$ cat src/rtl/fwuart_pkg.sv
// Shared types and constants for the fwuart serial link.
// Receive FSM states and oversampling points.
package fwuart_pkg;

    typedef enum logic [2:0] {
        IDLE,
        START,
        DATA,
        PARITY,
        STOP,
        BREAK
    } rx_state_e;

    localparam int         OVERSAMPLE = 16;
    localparam logic [3:0] MID_START  = 4'd7;
    localparam logic [3:0] MID_BIT    = 4'd15;
    localparam int         DATA_BITS  = 8;

    // Returns 1 when the received parity bit disagrees with the data.
    function automatic logic parity_bad(
        input logic [DATA_BITS-1:0] bits,
        input logic                 pbit,
        input logic                 odd
    );
        return (^bits ^ pbit) != odd;
    endfunction

endpackage

$ cat src/rtl/fwuart_sync.sv
// Multi-flop synchronizer for the asynchronous rx line.
// Resets to 1 so an idle line is never seen as a start bit.
module fwuart_sync
    import fwuart_pkg::*;
#(
    parameter int SYNC_STAGES = 2
) (
    input  logic clock,
    input  logic reset,
    input  logic d,
    output logic q
);

    logic [SYNC_STAGES-1:0] ff;

    always_ff @(posedge clock or posedge reset) begin
        if (reset) begin
            ff <= '1;
        end else begin
            ff <= {ff[SYNC_STAGES-2:0], d};
        end
    end

    assign q = ff[SYNC_STAGES-1];

endmodule

$ cat src/rtl/fwuart_rx.sv
// UART receiver: 16x oversampled 8N1 frames into a 1-entry valid/ready hold register.
// Define FWUART_RX_PARITY_EN for 8E1/8O1 frames with a parity_err output.
module fwuart_rx
    import fwuart_pkg::*;
#(
    parameter int SYNC_STAGES = 2,
    parameter bit PARITY_ODD  = 1'b0
) (
    input  logic       clock,
    input  logic       reset,
    input  logic       clock_x16,
    input  logic       rx,
    output logic [7:0] data,
    output logic       data_valid,
    input  logic       data_ready,
    output logic       frame_err,
    output logic       overrun
`ifdef FWUART_RX_PARITY_EN
    ,
    output logic       parity_err
`endif
);

    rx_state_e      state;
    rx_state_e      next_state;
    logic           rx_s;
    logic [3:0]     tick_cnt;
    logic [2:0]     bit_cnt;
    logic [7:0]     shift;
    logic           mid_bit;
    logic           last_bit;
    logic           deliver;
    logic           frame_bad;

    fwuart_sync #(
        .SYNC_STAGES(SYNC_STAGES)
    ) u_sync (
        .clock(clock),
        .reset(reset),
        .d    (rx),
        .q    (rx_s)
    );

    assign mid_bit  = clock_x16 && (tick_cnt == MID_BIT);
    assign last_bit = (bit_cnt == 3'(DATA_BITS - 1));

    always_ff @(posedge clock or posedge reset) begin
        if (reset) begin
            state <= IDLE;
        end else begin
            state <= next_state;
        end
    end

    always_comb begin
        next_state = state;
        if (clock_x16) begin
            unique case (state)
                IDLE: begin
                    if (!rx_s) next_state = START;
                end
                START: begin
                    if (tick_cnt == MID_START)
                        next_state = rx_s ? IDLE : DATA;
                end
                DATA: begin
                    if (tick_cnt == MID_BIT && last_bit)
`ifdef FWUART_RX_PARITY_EN
                        next_state = PARITY;
`else
                        next_state = STOP;
`endif
                end
                PARITY: begin
                    if (tick_cnt == MID_BIT) next_state = STOP;
                end
                STOP: begin
                    if (tick_cnt == MID_BIT)
                        next_state = rx_s ? IDLE : BREAK;
                end
                BREAK: begin
                    if (rx_s) next_state = IDLE;
                end
                default: next_state = IDLE;
            endcase
        end
    end

    always_comb begin
        deliver   = 1'b0;
        frame_bad = 1'b0;
        if (state == STOP && mid_bit) begin
            deliver   = rx_s;
            frame_bad = !rx_s;
        end
    end

    // Counters restart on entry to START/DATA; DATA onward lets tick_cnt wrap.
    always_ff @(posedge clock or posedge reset) begin
        if (reset) begin
            tick_cnt <= '0;
            bit_cnt  <= '0;
            shift    <= '0;
        end else if (clock_x16) begin
            if (state != next_state &&
                (next_state == START || next_state == DATA)) begin
                tick_cnt <= '0;
            end else if (state == IDLE || state == BREAK) begin
                tick_cnt <= '0;
            end else begin
                tick_cnt <= tick_cnt + 4'd1;
            end
            if (state == START && next_state == DATA) begin
                bit_cnt <= '0;
            end else if (state == DATA && tick_cnt == MID_BIT) begin
                shift[bit_cnt] <= rx_s;
                bit_cnt        <= bit_cnt + 3'd1;
            end
        end
    end

`ifdef FWUART_RX_PARITY_EN
    logic par_bad;

    always_ff @(posedge clock or posedge reset) begin
        if (reset) begin
            par_bad <= 1'b0;
        end else if (state == PARITY && mid_bit) begin
            par_bad <= parity_bad(shift, rx_s, PARITY_ODD);
        end
    end

    always_ff @(posedge clock or posedge reset) begin
        if (reset) begin
            parity_err <= 1'b0;
        end else begin
            parity_err <= deliver && par_bad;
        end
    end
`endif

    // Hold register: a same-cycle accept frees the slot for the new byte.
    always_ff @(posedge clock or posedge reset) begin
        if (reset) begin
            data       <= '0;
            data_valid <= 1'b0;
            frame_err  <= 1'b0;
            overrun    <= 1'b0;
        end else begin
            frame_err <= frame_bad;
            overrun   <= 1'b0;
            if (deliver) begin
                if (!data_valid || data_ready) begin
                    data       <= shift;
                    data_valid <= 1'b1;
                end else begin
                    overrun <= 1'b1;
                end
            end else if (data_valid && data_ready) begin
                data_valid <= 1'b0;
            end
        end
    end

endmodule
$ cat config.mk
export PLATFORM = sky130hd
export DESIGN_NAME = fwuart_rx
export DESIGN_NICKNAME = d
export VERILOG_FILES = /design/src/rtl/fwuart_pkg.sv /design/src/rtl/fwuart_sync.sv /design/src/rtl/fwuart_rx.sv
export SDC_FILE = /design/constraint.sdc
export NUM_CORES = 1
export LEC_CHECK = 0
export CORE_MARGIN = 2
export CORE_UTILIZATION = 63
export CTS_CLUSTER_DIAMETER = 60
export DETAILED_ROUTE_END_ITERATION = 16
export DONT_BUFFER_PORTS = 1
export PLACE_DENSITY = 0.78
export SYNTH_ARGS = -nofsm -noshare
export SYNTH_HDL_FRONTEND = slang
export SYNTH_SLANG_ARGS = --single-unit
export TNS_END_PERCENT = 5
$ cat constraint.sdc
create_clock -name clock -period 2.75 [get_ports clock]
set_input_delay 0.275 -clock clock [delete_from_list [all_inputs] [get_ports clock]]
set_output_delay 0.275 -clock clock [all_outputs]
set_load 0.01 [all_outputs]
==> run metrics, run 1 <==
drt pass-1 iters 6; drt total wl 2.608 mm; share of cells above drive strength 1 20.45%; antenna violation net count after detailed routing 0; Slowest cell on crit path dfrtp_1; Worst VDD drop between 700 and 800 uV; pwr dens 660.2 mW/mm2; core area ~0.0023 mm2; htree depth 2; Slew headroom between 60% and 70%; top cell type's share of synthesized area 47.27%; first-pass GRT wire length between 4 and 5 mm; ranking of synthesized cells by area dfrtp_1 47%, mux2_1 12%, nor3b_2 4.1%, dfstp_2 3.4%, ha_1 2.4%; chip height 53.37 um; Final Wtd Congestion between 0.8 and 0.9; Via density 6.294; Seq/Total Area, Yosys 50.69%; nature of the critical path endpoint flip-flop; Syn Nets 136; Setup-failing EPs final 0; Post-CTS Resized 0; Mean Syn Cell Area 11.99 um2; Buffers on Ports 0; via count approximately 1000; overall power 1066 uW; crit path kind flip-flop to flip-flop; clk slew on worst S/H paths 0.10 ns; Slew @ Worst Pin 0.5765 ns; initial antenna violation count 0; Crit Path Max Fanout 7; Synth-to-Final Area Change 5.135%; final number of max-transition violations 0; clock insertion delay at the later pin of the skew report about 0.33 ns; min Tclk post-route 2.053 ns; f_max between 400 and 500 MHz; Max Cap Viol 0; RSZ-0062 raised after global routing false; Antenna Cells 0; Crit path required time 2.96 ns; mapped cell area 0.001535 mm2; clk buf depth 2; post-synth top area cell dfrtp_1; FILL cells 157; DRC violations left 0; dpl hpwl 1.819 mm; Synth Warn # 0; DIE WIDTH around 53 um; Post-Synthesis Cells roughly 130; FF+latch count, synth 31; Tcrit/Tclk final 74.66%; Site Rows 17; cts bufs inserted 5; CTS tree built; Leak 0.0007374 uW; Setup TNS 0 ns; min-delay worst type input pin to flip-flop; CTS Hold Buffers Added 2; Root Driver clkbuf_4; total track usage 21.04%; Initial Util about two thirds; vias in the first global route between 900 and 1000; max incr delay on CP 0.40 ns; CP arrival roughly 2.3 ns; crit path cell chain ha_1 -> nand3_4 -> nor4_4 -> nand2b_2 -> nor3b_2 -> mux2_1; I/O pins 16; violation count after the first detailed-routing iteration 23; largest net degree at the start of global routing 18; nature of the critical path startpoint flip-flop; Final Skew about 0.0085 ns; WL/cell 16.30 um; Die ar. 0.002848 mm2; count of cell types in the netlist 41; fin nets 139; post-CTS setup buffer count 0; Sink Count 31; grt ovf 0; status finished, final reports clean; final hold viol count 0
## through the flow
step / hold slack [ns] / setup slack (ns) / instance area (um2) / std cells / util [%]
2_1_floorplan: 0.2795 / 0.8921 / 1535 / 128 / -
3_3_place_gp: 0.2307 / 0.7683 / 1540 / 150 / 68.31
3_5_place_dp: 0.2522 / 0.7282 / 1540 / 150 / 68.31
4_1_cts: 0.1238 / 0.7131 / 1614 / 160 / 71.59
5_1_grt: 0.1405 / 0.5406 / 1614 / 160 / 71.59
6_report: 0.1320 / 0.6969 / 1614 / 160 / 71.59
## worst max-delay path: cells and delay by family, from the launching register on
| family | cells | cell delay, ns |
|---|---|---|
| adder cells (fa/ha/maj) | 1 | 0.35 |
| flip-flops | 1 | 0.40 |
| multiplexers | 1 | 0.33 |
| AND/OR/NAND/NOR | 4 | 0.86 |
## final cells by class
class                           count  area, um2  share of cell area (%)
Tap cell                           28      35.03                   2.171
Inverter                            2      7.507                  0.4651
Clock buffer                        6      41.29                   2.558
Timing Repair Buffer                4      35.03                   2.171
Clock inverter                      2      12.51                  0.7752
Multi-Input combinational cell     87      704.4                   43.64
Sequential cell                    31      778.2                   48.22
## path summary, 6_finish.rpt
path	from	endpoint	slack (ns)	cells after the start
setup / recovery	tick_cnt[0]$_DFFE_PP0P_	shift[4]$_DFFE_PP0P_	0.70	6
hold / removal	clock_x16	tick_cnt[2]$_DFFE_PP0P_	0.13	3
setup reg to reg	tick_cnt[0]$_DFFE_PP0P_	shift[4]$_DFFE_PP0P_	0.70	6
hold reg to reg	u_sync.ff[0]$_DFF_PP1_	u_sync.ff[1]$_DFF_PP1_	0.36	0
max in group asynchronous	reset	u_sync.ff[0]$_DFF_PP1_	1.61	3
min in group asynchronous	reset	data_valid$_DFFE_PP0P_	0.43	2
## power by group
part	internal (uW)	switching, uW
sequential	498	96.6
combinational	102	117
clock	98.4	153
## cells by family (layout without fill, tap and decap cells)
kind of cell	after synthesis	count (layout)	synth area share, %
AO/OA/AOI/OAI	24	24	11.49
XOR/XNOR	2	2	1.630
adder cells (fa/ha/maj)	3	3	2.445
buffers and inverters	10	14	3.422
flip-flops	31	31	50.69
multiplexers	17	17	12.39
AND/OR/NAND/NOR	41	41	17.93
## cell usage in the layout (no fill, tap or decap), types with 2 or more instances in the layout
cell type / synthesis / layout
nor3_1: 3 / 3
dfrtp_1: 29 / 29
mux2_1: 16 / 16
dfstp_2: 2 / 2
ha_1: 3 / 3
a21oi_1: 5 / 5
nor3b_1: 2 / 2
dlygate4sd3_1: 0 / 2
o21ai_0: 7 / 7
nor2_1: 6 / 6
nor2b_1: 5 / 5
buf_4: 2 / 2
nand3_1: 2 / 2
nand3b_1: 2 / 2
nand2_1: 10 / 10
nor3b_2: 5 / 5
a22o_2: 2 / 2
clkbuf_4: 1 / 5
## Yosys cell counts (all sizes together)
cell type  number
mux2           16
a31o            1
mux2i           1
ha              3
clkbuf          2
a22o            3
nor3b           7
inv             2
a32o            1
nor2b           5
o2111a          1
o21ai           7
dfstp           2
xor2            2
nor2            6
nor3            3
nor4            2
a21o            1
o22a            1
dfrtp          29
nand3           3
a2111oi         2
buf             6
nand3b          2
a22oi           1
nand2          11
o31a            1
nand2b          2
a21oi           5
## metal layers
metal / up-vias / share of wire, % / track usage (%)
met5: - / 0 / 0
met4: 0 / 1.7 / 9.402
met3: 6 / 8.3 / 8.192
met2: 50 / 48 / 32.30
met1: 484 / 42 / 26.02
li1: 467 / - / -
## flip-flops by register name, summed over array words and instances (netlist names)
name	count
tick_cnt	4
frame_err	1
data_valid	1
shift	8
state	3
data	8
u_sync.ff	2
bit_cnt	3
overrun	1
(Power assumes the default switching activity.)
==> inputs of run 2 (changes only) <==
Settings changed: CORE_UTILIZATION 63 to 61, PLACE_DENSITY 0.78 to 0.76.
Clock period 2.75 ns to 2 ns, I/O delays scaled along.
==> run metrics, run 2 (synthesized netlist as in run 1, its figures left out) <==
most common cell after layout, fill and taps aside dfrtp_1; final hold viol count 0; Initial Util ~63%; Max Cap Viol 0; antenna violation net count after detailed routing 0; initial antenna violation count 0; Worst Hold Launch clock_x16; first-pass GRT wire length roughly 4.5 mm; clk buf depth 2; core area 0.002432 mm2; Regs by FF count data (8), shift (8), tick_cnt (4); drt total wl 2.696 mm; htree depth 2; status finished, final reports clean; Final Skew 0.006941 ns; crit path kind flip-flop to flip-flop; pwr dens between 900 and 1000 mW/mm2; min-delay worst type input pin to flip-flop; Inst Count DP approximately 160; violation count after the first detailed-routing iteration 12; I/O pins 16; Die ar. 0.002934 mm2; total track usage 22.53%; CP startpoint tick_cnt[0]$_DFFE_PP0P_; Final Wtd Congestion 0.8411; cts bufs inserted 5; min Tclk post-route 1.856 ns; largest net degree at the start of global routing 21; Worst VDD drop 693.1 uV; dpl hpwl between 1.5 and 2 mm; Crit path required time 2.23 ns; fin nets 145; RSZ-0062 raised after global routing false; chip height between 50 and 60 um; nature of the critical path endpoint flip-flop; Antenna Cells 0; Crit Path Max Fanout 5; WL/cell 16.05 um; CP arrival 2.08 ns; worst reg2reg startpoint tick_cnt[0]$_DFFE_PP0P_; Slew @ Worst Pin 0.4504 ns; pre-CTS setup slack 0.07650 ns; Leak 0.0007906 uW; fin worst setup slack 0.1435 ns; DRC violations left 0; Site Rows 18; post-CTS setup buffer count 0; Setup-failing EPs final 0; grt ovf 0; DIE WIDTH 54.17 um; share of cells above drive strength 1 25.36%; Slew headroom roughly 70%; most frequent cells in the layout 29 x dfrtp_1, 16 x mux2_1, 10 x nand2_1; Via density 6.018; nature of the critical path startpoint flip-flop; Buffers on Ports 0; via count 1011; Tcrit/Tclk final 92.82%; final number of max-transition violations 0; clock insertion delay at the later pin of the skew report ~0.33 ns; Setup TNS 0 ns; clk slew on worst S/H paths 0.10 ns; Root Driver clkbuf_4; Synth-to-Final Area Change 10.76%; f_max 538.7 MHz; CTS tree built; Sink Count 31; Final Instance Count excl. Fillers roughly 170; vias in the first global route 998; drt pass-1 iters 4
run 2: changes by cell type in the layout (fill, tap and decap cells not counted):
cell | before | now
clkbuf_1 | 1 | 0
buf_4 | 2 | 8
o21ai_0 | 7 | 6
o21ai_1 | 0 | 1
clkbuf_8 | 0 | 1
nor4_1 | 1 | 0
nor4_2 | 0 | 1
clkinvlp_4 | 1 | 0
bufinv_16 | 0 | 1
run 2: layout make-up:
class                   instances  area (um2)
flip-flops and latches         31       778.2
fillers                       180       732.0
multi-input cells              87       710.7
repair buffers                 10       80.08
clock buffers                   6       51.30
well taps                      30       37.54
clock inverters                 2       35.03
inverters                       2       7.507
run 2: critical path, cell delays in order, from the launching register on:
cell and delay [ns]:
dfrtp_1 0.40, ha_1 0.23, nand3_4 0.12, nor4_4 0.29
nand2b_2 0.16, nor3b_2 0.22, mux2_1 0.34
run 2: path summary, 6_finish.rpt:
path	slack [ns]	cells after the start	end
min in group asynchronous	0.32	2	state[2]$_DFF_PP0_
max reg2reg	0.14	6	shift[4]$_DFFE_PP0P_
min reg2reg	0.36	0	u_sync.ff[1]$_DFF_PP1_
min	0.05	3	tick_cnt[0]$_DFFE_PP0P_
max in group asynchronous	1.06	3	data[2]$_DFFE_PP0P_
max	0.14	6	shift[4]$_DFFE_PP0P_
run 2: per-layer routing:
metal / part of all wire, % / vias to the layer above / global-route usage (%)
met1: 43 / 509 / 25.93
met2: 52 / 15 / 38.35
li1: - / 480 / -
met4: 2.2 / 0 / 11.25
met5: 0 / - / 0
met3: 2.9 / 7 / 5.833
run 2: repair_timing:
action | 4_1_cts | 5_1_grt
endpoints found under the hold margin | 10 | 0
resized for setup | 0 | 2
setup endpoints to repair | 0 | 6
hold buffers | 2 | 0
run 2: through the flow:
step	hold slack [ns]	power [uW]	cell area, um2	util [%]
2_1_floorplan	0.2045	1080	1535	-
3_3_place_gp	0.1139	1136	1588	65.28
3_5_place_dp	0.1152	1157	1588	65.28
4_1_cts	0.04192	1673	1694	69.65
5_1_grt	0.05581	1774	1700	69.91
6_report	0.05235	1669	1700	69.91
run 2: where the power goes:
| group | switching, uW | total (uW) | internal [uW] |
|---|---|---|---|
| clock network | 217 | 512 | 295 |
| logic | 206 | 374 | 168 |
| registers | 97.9 | 783 | 685 |
| total | 521 | 1670 | 1150 |
==> inputs of run 3 (changes only) <==
Settings changed: CORE_UTILIZATION 61 to 63, CTS_BUF_LIST set to sky130_fd_sc_hd__clkbuf_8, PLACE_DENSITY 0.76 to 0.78.
==> run metrics, run 3 (synthesized netlist as in run 1, its figures left out) <==
clock insertion delay at the later pin of the skew report 0.28 ns; fin nets 145; I/O pins 16; Regs by FF count data (8), shift (8), tick_cnt (4); total track usage 24.23%; CTS tree built; largest net degree at the start of global routing 25; via count slightly above 1000; drt total wl 2.830 mm; core area 0.002255 mm2; WL/cell about 17 um; most frequent cells in the layout 29 x dfrtp_1, 16 x mux2_1, 10 x nand2_1; antenna violation net count after detailed routing 0; Synth-to-Final Area Change 12.63%; Setup TNS 0 ns; clk buf depth 2; Worst VDD drop 1380 uV; pwr dens 1038 mW/mm2; dpl hpwl 2.033 mm; max incr delay on CP 0.38 ns; min-delay worst type input pin to flip-flop; Initial Util 68.09%; Die ar. roughly 0.0028 mm2; Setup-failing EPs final 0; most common cell after layout, fill and taps aside dfrtp_1; first-pass GRT wire length 4.678 mm; cts bufs inserted 5; final hold viol count 0; Slew headroom ~75%; Leak ~0.0008 uW; Crit path required time 2.17 ns; CP arrival around 2.1 ns; Site Rows 17; crit path kind flip-flop to flip-flop; Sink Count 31; initial antenna violation count 0; grt ovf 0; f_max 523.8 MHz; nature of the critical path endpoint flip-flop; Slowest cell on crit path dfrtp_1; DRC violations left 0; Via density 6.102; DIE WIDTH 53.37 um; Placed Area between 0.0015 and 0.002 mm2; post-CTS setup buffer count 0; vias in the first global route 1014; Final Wtd Congestion 0.8835; crit path buf inv count 0; Crit Path Max Fanout 4; drt pass-1 iters 5; share of cells above drive strength 1 25.36%; final number of max-transition violations 0; status finished, final reports clean; crit path cell chain ha_1 -> nand3_4 -> nor4_4 -> nand2_2 -> nor3b_2 -> mux2_1; Antenna Cells 0; Final Skew 0.006228 ns; critical path's top delay family simple AND/OR/NAND/NOR gates; Max Cap Viol 0; RSZ-0062 raised after global routing false; violation count after the first detailed-routing iteration 23; Tcrit/Tclk final 95.45%; clk slew on worst S/H paths 0.06 ns; Buffers on Ports 0; nature of the critical path startpoint flip-flop; Slew @ Worst Pin 0.3710 ns; Root Driver clkbuf_8; htree depth 2; min Tclk post-route 1.909 ns; fin area 0.001729 mm2; chip height about 53 um
[run 3: cell counts in the layout (fill, tap and decap cells not counted)]
No cell type changed its count.
[run 3: worst min-delay path: stages]
cell	delay (ns)
a21oi_1	0.04
o21ai_0	0.06
a21oi_1	0.04
[run 3: area by class of cell]
cell class                      count  area, um2
Sequential cell                    31      778.2
Multi-Input combinational cell     87      710.7
Fill cell                         151      525.5
Clock buffer                        6      82.58
Timing Repair Buffer               10      80.08
Clock inverter                      2      35.03
Tap cell                           28      35.03
Inverter                            2      7.507
[run 3: worst paths after layout]
path	endpoint	from	cells after the start	slack [ns]
worst min-delay path	tick_cnt[3]$_DFFE_PP0P_	clock_x16	3	0.1
worst max-delay path	shift[3]$_DFFE_PP0P_	tick_cnt[0]$_DFFE_PP0P_	6	0.09
worst max register to register	shift[3]$_DFFE_PP0P_	tick_cnt[0]$_DFFE_PP0P_	6	0.09
min in group asynchronous	frame_err$_DFF_PP0_	reset	2	0.29
max in group asynchronous	u_sync.ff[1]$_DFF_PP1_	reset	3	1.05
worst min register to register	u_sync.ff[1]$_DFF_PP1_	u_sync.ff[0]$_DFF_PP1_	0	0.36
[run 3: where the power goes]
part / internal (uW) / total (uW) / switching (uW)
Combinational: 167 / 377 / 209
Clock: 402 / 628 / 226
Sequential: 686 / 790 / 104
Total: 1260 / 1790 / 539
[run 3: through the flow]
step | setup slack (ns) | hold WS (ns) | total power (uW) | utilization [%] | instances
3_5_place_dp | 0.1077 | 0.04127 | 1163 | 70.31 | 156
6_report | 0.09099 | 0.09522 | 1795 | 76.69 | 166
4_1_cts | 0.08217 | 0.08986 | 1799 | 76.42 | 166
5_1_grt | 0.004827 | 0.1055 | 1894 | 76.69 | 166
3_3_place_gp | 0.1379 | 0.03569 | 1142 | 70.31 | 156
2_1_floorplan | 0.1421 | 0.2045 | 1080 | - | 128
[run 3: what timing repair did]
action                                  CTS  global route
hold buffers                              2             0
endpoints found under the setup margin    0             3
gates resized for setup                   0             2
endpoints found under the hold margin     8             0
[run 3: layer usage]
layer  vias to the layer above  track usage [%]  part of all wire, %
met2                        30            37.86                   48
met5                         -                0                    0
met3                         5            9.605                  6.4
met4                         0            11.54                  1.7
li1                        479                -                    -
met1                       499            28.91                   44
